## src/rtl/trng_uart_pkg.sv

```systemverilog
// Shared types and constants for the TRNG output-FIFO to UART drain path.
// The header byte constant is only used when DRAIN_SYNC_HDR_EN is defined.
package trng_uart_pkg;

    typedef enum logic [1:0] {
        IDLE  = 2'd0,
        LATCH = 2'd1,
        SEND  = 2'd2,
        HDR   = 2'd3
    } drain_state_t;

    localparam logic [7:0] SYNC_HDR_BYTE  = 8'hA5;
    localparam int         PKG_WORD_W     = 32;
    localparam int         BYTES_PER_WORD = PKG_WORD_W / 8;

    // Byte-index counter width; a single-byte word still needs one bit.
    function automatic int idx_width(input int nbytes);
        return (nbytes > 1) ? $clog2(nbytes) : 1;
    endfunction

endpackage

```

## src/rtl/btn_sync_edge.sv

```systemverilog
// Multi-flop synchroniser for an asynchronous push-button plus a
// one-cycle rising-edge pulse on the synchronised level.
module btn_sync_edge #(
    parameter int SYNC_STAGES = 2
) (
    input  logic i_clk,
    input  logic i_rst,
    input  logic i_btn,
    output logic o_rise
);

    logic [SYNC_STAGES-1:0] r_sync;
    logic                   r_prev;

    always_ff @(posedge i_clk) begin
        if (i_rst) begin
            r_sync <= '0;
            r_prev <= 1'b0;
        end else begin
            // Oldest sample sits in the MSB; the cast drops the one shifted out.
            r_sync <= SYNC_STAGES'({r_sync, i_btn});
            r_prev <= r_sync[SYNC_STAGES-1];
        end
    end

    assign o_rise = r_sync[SYNC_STAGES-1] & ~r_prev;

endmodule

```

## src/rtl/trng_uart_drain_ctrl.sv

```systemverilog
// Drains 32-bit words from the TRNG output FIFO into a byte-wide UART TX,
// LSB first, in streaming or one-word-per-button mode. Optional 0xA5 sync
// header per word when DRAIN_SYNC_HDR_EN is defined.
module trng_uart_drain_ctrl
    import trng_uart_pkg::*;
#(
    parameter int WORD_W      = BYTES_PER_WORD * 8,
    parameter int CNT_W       = 16,
    parameter int SYNC_STAGES = 2
) (
    input  logic              i_clk,
    input  logic              i_rst,
    input  logic              i_stream_en,
    input  logic              i_button,
    input  logic              i_fifo_empty,
    output logic              o_fifo_rd_en,
    input  logic [WORD_W-1:0] i_fifo_rd_data,
    output logic              o_tx_valid,
    output logic [7:0]        o_tx_data,
    input  logic              i_tx_ready,
    output logic              o_busy,
    output logic [CNT_W-1:0]  o_word_count
);

    localparam int NB   = WORD_W / 8;
    localparam int IDXW = idx_width(NB);

    drain_state_t      r_state, w_state_nxt;
    logic [WORD_W-1:0] r_shreg;
    logic [IDXW-1:0]   r_byte_idx;
    logic [CNT_W-1:0]  r_word_count;
    logic              r_pending;

    logic              w_btn_rise;
    logic              w_rd_en;
    logic              w_tx_valid;
    logic [7:0]        w_tx_data;
    logic              w_last;
    logic              w_xfer;

    btn_sync_edge #(
        .SYNC_STAGES (SYNC_STAGES)
    ) u_btn (
        .i_clk  (i_clk),
        .i_rst  (i_rst),
        .i_btn  (i_button),
        .o_rise (w_btn_rise)
    );

    assign w_last = (r_byte_idx == IDXW'(NB - 1));
    assign w_xfer = w_tx_valid & i_tx_ready;

    always_comb begin
        w_state_nxt = r_state;
        w_rd_en     = 1'b0;
        w_tx_valid  = 1'b0;
        w_tx_data   = 8'h00;
        case (r_state)
            IDLE: begin
                if (!i_fifo_empty && (i_stream_en || r_pending)) begin
                    w_rd_en     = 1'b1;
                    w_state_nxt = LATCH;
                end
            end
`ifdef DRAIN_SYNC_HDR_EN
            LATCH: w_state_nxt = HDR;
            HDR: begin
                w_tx_valid = 1'b1;
                w_tx_data  = SYNC_HDR_BYTE;
                if (i_tx_ready) w_state_nxt = SEND;
            end
`else
            LATCH: w_state_nxt = SEND;
`endif
            SEND: begin
                w_tx_valid = 1'b1;
                w_tx_data  = r_shreg[7:0];
                if (i_tx_ready && w_last) w_state_nxt = IDLE;
            end
            default: w_state_nxt = IDLE;
        endcase
    end

    always_ff @(posedge i_clk) begin
        if (i_rst) begin
            r_state      <= IDLE;
            r_shreg      <= '0;
            r_byte_idx   <= '0;
            r_word_count <= '0;
            r_pending    <= 1'b0;
        end else begin
            r_state <= w_state_nxt;

            // The pop consumes the press; a coincident edge collapses into it.
            if (!i_stream_en) begin
                if (w_rd_en)         r_pending <= 1'b0;
                else if (w_btn_rise) r_pending <= 1'b1;
            end

            if (r_state == LATCH) begin
                r_shreg    <= i_fifo_rd_data;
                r_byte_idx <= '0;
            end else if (r_state == SEND && w_xfer) begin
                if (w_last) begin
                    r_word_count <= r_word_count + CNT_W'(1);
                end else begin
                    r_shreg    <= r_shreg >> 8;
                    r_byte_idx <= r_byte_idx + IDXW'(1);
                end
            end
        end
    end

    // Strobes are masked by reset so a mid-word reset drops tx_valid at once.
    assign o_fifo_rd_en = w_rd_en & ~i_rst;
    assign o_tx_valid   = w_tx_valid & ~i_rst;
    assign o_tx_data    = i_rst ? 8'h00 : w_tx_data;
    assign o_busy       = (r_state != IDLE);
    assign o_word_count = r_word_count;

endmodule

```

## config.mk

```make
export PLATFORM = sky130hd
export DESIGN_NAME = trng_uart_drain_ctrl
export DESIGN_NICKNAME = d
export VERILOG_FILES = /design/src/rtl/trng_uart_pkg.sv /design/src/rtl/btn_sync_edge.sv /design/src/rtl/trng_uart_drain_ctrl.sv
export SDC_FILE = /design/constraint.sdc
export NUM_CORES = 1
export LEC_CHECK = 0
export CAP_MARGIN = 20
export CELL_PAD_IN_SITES_DETAIL_PLACEMENT = 1
export CELL_PAD_IN_SITES_GLOBAL_PLACEMENT = 1
export CORE_MARGIN = 3
export CORE_UTILIZATION = 25
export CTS_CLUSTER_DIAMETER = 80
export DETAILED_ROUTE_END_ITERATION = 10
export PLACE_DENSITY = 0.59
export SKIP_LAST_GASP = 1
export SLEW_MARGIN = 10
export SYNTH_ARGS = -nofsm -noshare
export SYNTH_HDL_FRONTEND = slang
export SYNTH_HIERARCHICAL = 1
export SYNTH_SLANG_ARGS = --single-unit
```

## constraint.sdc

```tcl
create_clock -name i_clk -period 2.3 [get_ports i_clk]
set_input_delay 0.46 -clock i_clk [delete_from_list [all_inputs] [get_ports i_clk]]
set_output_delay 0.46 -clock i_clk [all_outputs]
set_load 0.02 [all_outputs]
```

After elaboration in Yosys (flattened, before gate mapping):

Index checks and enable logic that the tools add are counted.

* logic and storage cells: 52
* memories: 0
* bits of input ports: 38
* RAM bits: 0
* bits in latches: 0
* output and inout port bits: 27
* ROM bits: 0
* register bits: 56

* reductions and logical operators: 15
* magnitude comparators: 0
* mux-type cells: 13
* divide/modulo/power cells: 0
* shift-type cells: 0
* add/sub/neg operators: 2
* bitwise logic cells: 9
* equality and inequality tests: 6
* multipliers: 0

Operators by type and width (count)
* 2-to-1 mux 32 bit: 3
* adder 16 x 1 -> 16 bit, second input constant: 1
* 2-to-1 mux 8 bit: 2
* AND reduction 2 bit: 4
* case mux 2 bit (3 select lines): 1
* nonzero test 2 bit: 3
* 2-to-1 mux 1 bit: 5
* NOT 1 bit: 5
* bitwise AND 1 bit: 4
* == test 2 bit, second input constant: 2
* 2-to-1 mux 2 bit: 2
* != test 2 bit, second input constant: 2
* logical AND 1 bit: 3
* AND reduction 3 bit: 1
* adder 2 x 1 -> 2 bit, second input constant: 1
* == test 2 x 1 -> 1 bit, second input constant: 1
* zero test 2 bit: 1
* != test 2 x 1 -> 1 bit, second input constant: 1
* OR reduction 2 bit: 1
* zero test 1 bit: 1
* logical OR 1 bit: 1

Depth between registers and ports, before layout:

Gate-level depths: netlist (run 1).

* depth after elaboration: 6
* depth in mapped cells: 7
* mapped depth without buffers: 5

Hierarchy:

The synthesis (run 1) kept the hierarchy.

By module, submodules not included
* trng_uart_drain_ctrl: cells each 270, area an instance 2311.0 um^2, times used 1, sequential area each 1061.0 um^2
* btn_sync_edge: cells each 7, area an instance 87.6 um^2, times used 1, sequential area each 60.1 um^2

Worst setup path before layout (run 1):

Ideal clock, no wire load.

* path kind: input -> output
* start point: input i_rst
* end point: output o_tx_data[0]
* slack: 0.251 ns
* path buffers: 0
* stages on the path: 2
* arrival time: 1.589 ns
* required time: 1.840 ns
* cells stage by stage: nor3b_1 and2_1

* cells in the longest elaborated chain, start to end: 1

Ends and longest elaborated chain
* start: declaration: RTL line trng_uart_drain_ctrl.sv:12 `input logic i_rst,`
* 2-to-1 mux 8 bit: RTL line trng_uart_drain_ctrl.sv:117 `assign o_tx_data = i_rst ? 8'h00 : w_tx_data;`
* end: declaration: RTL line trng_uart_drain_ctrl.sv:19 `output logic [7:0] o_tx_data,`

No other way between the ends.

Worst setup path after layout (run 1):

* start point: input i_fifo_empty
* end point: output o_fifo_rd_en

* cells in the longest elaborated chain, start to end: 5

Ends and longest elaborated chain
* start: declaration: RTL line trng_uart_drain_ctrl.sv:15 `input logic i_fifo_empty,`
* zero test 1 bit: RTL line trng_uart_drain_ctrl.sv:60 `if (!i_fifo_empty && (i_stream_en || r_pending)) begin`
* logical AND 1 bit: RTL line trng_uart_drain_ctrl.sv:60
* 2-to-1 mux 1 bit: RTL line trng_uart_drain_ctrl.sv:60
* 2-to-1 mux 1 bit: RTL line trng_uart_drain_ctrl.sv:58 `case (r_state)`
* bitwise AND 1 bit: RTL line trng_uart_drain_ctrl.sv:115 `assign o_fifo_rd_en = w_rd_en & ~i_rst;`
* end: declaration: RTL line trng_uart_drain_ctrl.sv:16 `output logic o_fifo_rd_en,`

No other way between the ends.

==> impl_results.md, run 1 <==
* Die Area at 0.01081 mm^2
* Smallest setup slack after layout at approximately 0.14 ns
* Synthesis Warnings at 6
* Global route overflow at 0
* Number of instances in the synthesized netlist at between 200 and 300
* Largest fanout of any net on the critical path at 2
* Clock tree from TritonCTS: yes
* Final nets at between 300 and 400
* Antenna viol nets, final at 0
* Worst clock skew on the final layout at about 0.0065 ns
* Least-Margin Pin Slew at around 0.65 ns
* Timing-limited maximum frequency at 463.6 MHz
* Total instance count after detailed placement at approximately 470
* Total inserted antenna cells at 0
* HPWL reported at the end of detailed placement at 4655 um
* Largest cells by area after synthesis: dfxtp_1, a21oi_1, a22oi_1
* First-pass detailed-route iteration total at 4
* Ratio of total power to cell area at about 550 mW/mm^2
* Core Region at ~0.0093 mm^2
* Cell taking the most area after synthesis: dfxtp_1
* Most common library cell in the layout ignoring fill and taps: dfxtp_1
* Final Routed Wirelength at about 6500 um
* Via Count at about 2,100
* Type of destination of the critical path: output port
* Width of the chip at between 100 and 150 um
* I/O Buffers at 64
* Max Cap Viol at 0
* Clock buffer depth at 2
* Clock-pin slew of the registers on the worst-case setup and hold paths at 0.11 ns
* Sequential area share after synthesis at approximately 47%
* Final number of hold-violating endpoints at 0
* Maximum ir drop on the vdd rail at between 0.2 and 0.25 mV
* Post-synthesis to final-layout area growth at 40.27%
* H-Tree Level Count at 2
* Detailed-route DRC error count at 0
* Wire length of the first global-routing pass at approximately 11,000 um
* Setup slack after placement at -0.1552 ns
* IO Count at 65
* Leading cell types in the layout, fill and taps excluded: dfxtp_1, clkdlybuf4s50_1, nand2_1
* Clock latency at the later pin of the worst-skew pair at 0.31 ns
* Root cell of the clock tree: clkbuf_8
* Unrepaired setup endpoints after global routing: no
* Type of the worst setup path: in2out
* Type of origin of the critical path: primary input
* Critical path data required time at 1.84 ns
* Fraction of final layout cells with drive strength greater than 1 at between 10% and 20%
* Number of setup violations in the final report at 0
* Share of Yosys cell area claimed by the top area cell type at 46.74%
* Avg WL per Cell at 13.80 um
* Pin count of the biggest net entering global routing at 61
* Mapped Nets at roughly 320
* Number of setup buffers added after CTS at 0
* Post-synth design cell area at 0.002399 mm^2
* Initial antenna violation count at 0
* Min Hold Slack at ~0.46 ns
* Cell area after placement at 0.003234 mm^2
* Number of global-route vias before repair at between 2,000 and 2,500
* Starting Density at between 20% and 30%
* Run status: completed
* Fin crit period at ~2.2 ns
* Final design area excluding fillers at approximately 0.0034 mm^2
* Synthesized flop and latch total at 56
* Max-slew violation count at 0
* CTS sink cnt at 56
* Final non-filler cell total at 474
* Average instance area after synthesis at just under 9 um^2
* Drt initial violations at 57
* Cell variety after synth at 37
* Slew headroom at 56.59%
* Routability congestion estimate at 0.6935
* Number of buffers created by CTS at 5
* Height of the die at slightly above 100 um
* Hold/Removal Path Class: reg2reg
* Site Rows at 35
* Average vias per placed instance at between 4 and 5
* Tot GR Track Use at 12.10%
* Static Leakage at between 0.001 and 0.0015 uW
* Final period utilization at between 90% and 100%
* Worst EP arrival at roughly 1.7 ns
* Power, Total at between 1500 and 2000 uW
synthesized netlist by cell type (all sizes together):
cell and count:
and2 8, dfxtp 56, and3 2, a21oi 38
or4 1, mux2 4, nor2 16, nand3b 2
clkbuf 13, nor2b 9, nand4b 2, nor4bb 1
a22oi 24, mux2i 1, and4b 1, inv 3
xor2 1, nand2b 1, nand2 39, nand3 14
or3 3, o21ai 4, or2 2, nand4 4
xnor2 8, nor4 3, nor3 8, buf 5
nor3b 1, or3b 1, ha 2
cell type report:
cell class	count	area, um^2
well taps	129	161.4
flip-flops and latches	56	1121
repair buffers	78	772.0
clock buffers	5	68.82
multi-input cells	200	1187
clock inverters	3	42.54
fillers	1112	5919
inverters	3	11.26
registers in the layout, indices dropped and copies added (netlist names):
| name | cells |
|---|---|
| u_btn/r_prev | 1 |
| o_word_count | 16 |
| r_shreg | 32 |
| u_btn/r_sync | 2 |
| r_byte_idx | 2 |
| r_state | 2 |
| r_pending | 1 |
power breakdown:
| part | internal (uW) | switching, uW |
|---|---|---|
| clock network | 323 | 328 |
| registers | 995 | 13.3 |
| logic | 103 | 88.7 |
| total | 1420 | 430 |
per-stage QoR:
| stage | TNS, ns | utilization [%] |
|---|---|---|
| floorplan | 0 | - |
| global placement | -0.1338 | 34.84 |
| detailed placement | -0.1552 | 34.84 |
| CTS | 0 | 36.02 |
| global route | 0 | 36.24 |
| finish | 0 | 36.24 |
final timing paths:
kind                  from               end  slack (ns)  cells past startpoint
max           i_fifo_empty      o_fifo_rd_en        0.14                      4
min             r_shreg[5]        r_shreg[5]        0.46                      2
max reg2reg  r_byte_idx[0]  o_word_count[14]        0.36                      5
min reg2reg     r_shreg[5]        r_shreg[5]        0.46                      2
what timing repair did:
item | in CTS | in global routing
gates resized for setup | 1 | 8
endpoints found under the setup margin | 1 | 8
cloned | 0 | 0
hold buffers | 0 | 0
worst max-delay path: stages:
cell	delay, ns
clkdlybuf4s50_1	0.40
or3_1	0.32
nor3_1	0.17
dlygate4sd2_1	0.35
logic make-up (layout without fill, tap and decap cells):
family | Yosys count | in the layout | synth area share [%]
buffers and inverters | 21 | 89 | 4.486
AOI/OAI and AO/OA | 66 | 66 | 16.28
xor gates and xnor gates | 9 | 9 | 3.287
DFF | 56 | 56 | 46.74
adders and majority gates | 2 | 2 | 1.043
and+or+nand+nor | 118 | 118 | 25.87
muxes | 5 | 5 | 2.295
layer usage:
metal	routed length, um	vias to the layer above	share of wire (%)	global-route usage [%]
met5	0	-	0	0
met2	3134	33	48	20.06
li1	-	1104	-	-
met1	3177	1002	49	16.09
met4	71	0	1.1	3.039
met3	155	4	2.4	2.483
Note: power is estimated with default switching activity, not from simulation.
==> run 2, diff against run 1 <==
--- a/config.mk
+++ b/config.mk
@@ -12,7 +12,8 @@
 export CORE_UTILIZATION = 25
 export CTS_CLUSTER_DIAMETER = 80
 export DETAILED_ROUTE_END_ITERATION = 10
-export PLACE_DENSITY = 0.59
+export PLACE_DENSITY = 0.62
+export SETUP_SLACK_MARGIN = 0.4
 export SKIP_LAST_GASP = 1
 export SLEW_MARGIN = 10
 export SYNTH_ARGS = -nofsm -noshare
==> run 2 against run 1 <==
  * Non-clock buffer count increased by 3
  * Sequential power hardly changed
  * Critical path depth rose by 1
  * Worst setup slack improved by 0.29 ns
  * Clock skew increased by 0.0066 ns
  * Largest cell class unchanged
  * Sequential cell count unchanged
  * Via count increased by 1.8%
  * Hold slack worse by 0.0042 ns
  * Wire length increased by 0.54%
  * Highest routed layer unchanged
  * Total power shrank 4.9%
  * Register-to-register slack better by 0.11 ns
  * Count of clock-buffer cells in the layout stayed put
==> impl_results.md, run 2 (synthesized netlist as in run 1, its figures left out) <==
* First-pass detailed-route iteration total at 4 (unchanged)
* Wire length of the first global-routing pass at 10,900 um (-0.75%)
* Type of destination of the critical path: output port
* Max Cap Viol at 0 (unchanged)
* Root cell of the clock tree: clkbuf_8
* Largest Register: r_shreg
* Max-slew violation count at 0 (unchanged)
* Site Rows at 35 (unchanged)
* HPWL reported at the end of detailed placement at 4694 um (+0.86%)
* Worst clock skew on the final layout at 0.01309 ns (+0.006634 ns)
* Width of the chip at 104.0 um (unchanged)
* Share of power burned in registers at 57.3% (+2.8 points)
* Run status: completed
* Clock network fraction of total power at 31.5% (-3.7 points)
* Unrepaired setup endpoints after global routing: yes
* Drt initial violations at 68 (+19%)
* Clock-pin slew of the registers on the worst-case setup and hold paths at 0.10 ns (about the same)
* Hold/Removal Path Class: reg2reg
* Number of setup violations in the final report at 0 (unchanged)
* Avg WL per Cell at 13.78 um (about the same)
* Type of origin of the critical path: register
* Final nets at 387 (+0.78%)
* CTS sink cnt at 56 (unchanged)
* Switching portion of total power at 24.99% (+1.7 points)
* Critical path data required time at 1.84 ns (about the same)
* Fraction of final layout cells with drive strength greater than 1 at 18.39% (+8.0 points)
* Clock tree from TritonCTS: yes
* Ratio of total power to cell area at 514.8 mW/mm^2 (-6.4%)
* Maximum ir drop on the vdd rail at 0.2196 mV (-7.0%)
* Critical-path top delay cell: dfxtp_2
* Height of the die at 104.0 um (unchanged)
* Starting Density at 25.84% (unchanged)
* Fin crit period at 1.867 ns (-0.2903 ns)
* Detailed-route DRC error count at 0 (unchanged)
* Routability congestion estimate at 0.7668 (+11%)
* H-Tree Level Count at 2 (unchanged)
* Global route overflow at 0 (unchanged)
* Final number of hold-violating endpoints at 0 (unchanged)
* Timing-limited maximum frequency at 535.7 MHz (+16%)
* Clock latency at the later pin of the worst-skew pair at 0.31 ns (about the same)
* I/O Buffers at 64 (unchanged)
* Type of the worst setup path: reg2out
* Tot GR Track Use at 11.96% (-0.14 points)
* Initial antenna violation count at 0 (unchanged)
* Static Leakage at 0.001286 uW (+0.89%)
* Filler cells at 1,130 (+1.6%)
* Post-synthesis to final-layout area growth at 42.46%
* Antenna viol nets, final at 0 (unchanged)
* Min Hold Slack at 0.4520 ns (-0.004163 ns)
* Number of global-route vias before repair at 2,208 (+1.1%)
* Summed negative setup slack over all endpoints at 0 ns (unchanged)
* Number of buffers created by CTS at 5 (unchanged)
* Sw power at 439.6 uW (+2.1%)
* Slew headroom at 73.58% (+17 points)
* IO Count at 65 (unchanged)
* Most common library cell in the layout ignoring fill and taps: dfxtp_1
* Die Area at 0.01081 mm^2 (unchanged)
* Max reg flops at 32 (unchanged)
* Pin count of the biggest net entering global routing at 38 (-38%)
* Leading cell types in the layout, fill and taps excluded: dfxtp_1, clkdlybuf4s50_1, nand2_1
* Total inserted antenna cells at 0 (unchanged)
* Average vias per placed instance at 4.574 (+1.2%)
* Slowest Stage Delay on Critical Path at 0.34 ns (-0.06 ns)
* Final Routed Wirelength at 6574 um (+0.54%)
* Worst EP arrival at 1.41 ns (-0.29 ns)
* Combinational fraction of design power at 11.2% (+0.9 points)
* Clock buffer depth at 2 (unchanged)
* Core Region at 0.009284 mm^2 (unchanged)
* Total internal power at 1320 uW (-7.1%)
* Largest fanout of any net on the critical path at 5 (+3)
* Cell-by-cell trace of the critical path: buf_8, nor3b_4, buf_6, and2_1, buf_4
* Least-Margin Pin Slew at 0.3964 ns (-0.2547 ns)
* Final period utilization at 81.16% (-13 points)
* Via Count at 2,182 (+1.8%)
[run 2: cell count changes in the layout (fill, tap and decap cells not counted), moves of 2 or more]
cell and delta:
and2_4 +4, buf_4 +3, and2_1 -4, clkbuf_2 +2, dlygate4sd2_1 +3, or3_1 -2
dfxtp_2 +3, dlymetal6s2s_1 -2, or3_4 +2, buf_6 +9, clkdlybuf4s50_1 -12, dfxtp_1 -3
[run 2: power groups by stage]
| stage | Combinational (uW) | Clock, uW | Sequential (uW) |
|---|---|---|---|
| 3_3_place_gp | 193 | 0 | 1030 |
| 3_5_place_dp | 194 | 0 | 1030 |
| 4_1_cts | 195 | 583 | 1010 |
| 6_report | 197 | 553 | 1010 |
| 5_1_grt | 218 | 614 | 1010 |
| 2_1_floorplan | 90.1 | 0 | 1030 |
[run 2: layer usage]
metal  wire [um]  share of wire (%)  vias up  global-route usage (%)
met2        3202                 49       34                   19.59
met3         197                3.0        8                   2.421
met4         109                1.7        0                   3.799
met5           0                  0        -                       0
li1            -                  -     1113                       -
met1        3064                 47     1027                   15.79
[run 2: critical path: cells and delay by family, from the launching register on]
| kind | cells | cell delay, ns |
|---|---|---|
| flip-flops | 1 | 0.34 |
| AND/OR/NAND/NOR | 2 | 0.36 |
| buffers and inverters | 3 | 0.41 |
[run 2: layout make-up]
class                      count  area, um^2  area share [%]
multi-input combinational    200        1246           36.47
sequential                    56        1125           32.92
timing repair buffer          81       782.0           22.89
tap                          129       161.4           4.724
clock buffer                   5       68.82           2.014
clock inverter                 3       22.52          0.6591
inverter                       3       11.26          0.3295
[run 2: final timing paths]
kind	from	to	slack, ns	cells after the start
setup reg to reg	r_state[0]	o_word_count[14]	0.47	6
hold reg to reg	u_btn/r_sync[0]	u_btn/r_sync[1]	0.45	1
setup / recovery	r_state[0]	o_tx_data[6]	0.43	5
hold / removal	u_btn/r_sync[0]	u_btn/r_sync[1]	0.45	1
[run 2: what timing repair did]
action                                  in CTS  in global routing
pin swaps                                    1                  5
gates resized for setup                     40                 49
buffers inserted                             0                  1
endpoints found under the setup margin      15                 43
cloned                                       0                  1
hold buffers                                 0                  0
[run 2: stage by stage]
| stage | total power, uW | std cells | utilization [%] | setup WS, ns | area, um^2 |
|---|---|---|---|---|---|
| after floorplan | 1117 | 277 | - | 0.5401 | 2404 |
| after global placement | 1222 | 467 | 34.84 | -0.2121 | 3234 |
| after detailed placement | 1224 | 467 | 34.84 | -0.2321 | 3234 |
| after CTS | 1785 | 475 | 35.97 | 0.2711 | 3339 |
| after global routing | 1844 | 477 | 36.81 | 0.3373 | 3417 |
| final | 1759 | 477 | 36.81 | 0.4333 | 3417 |
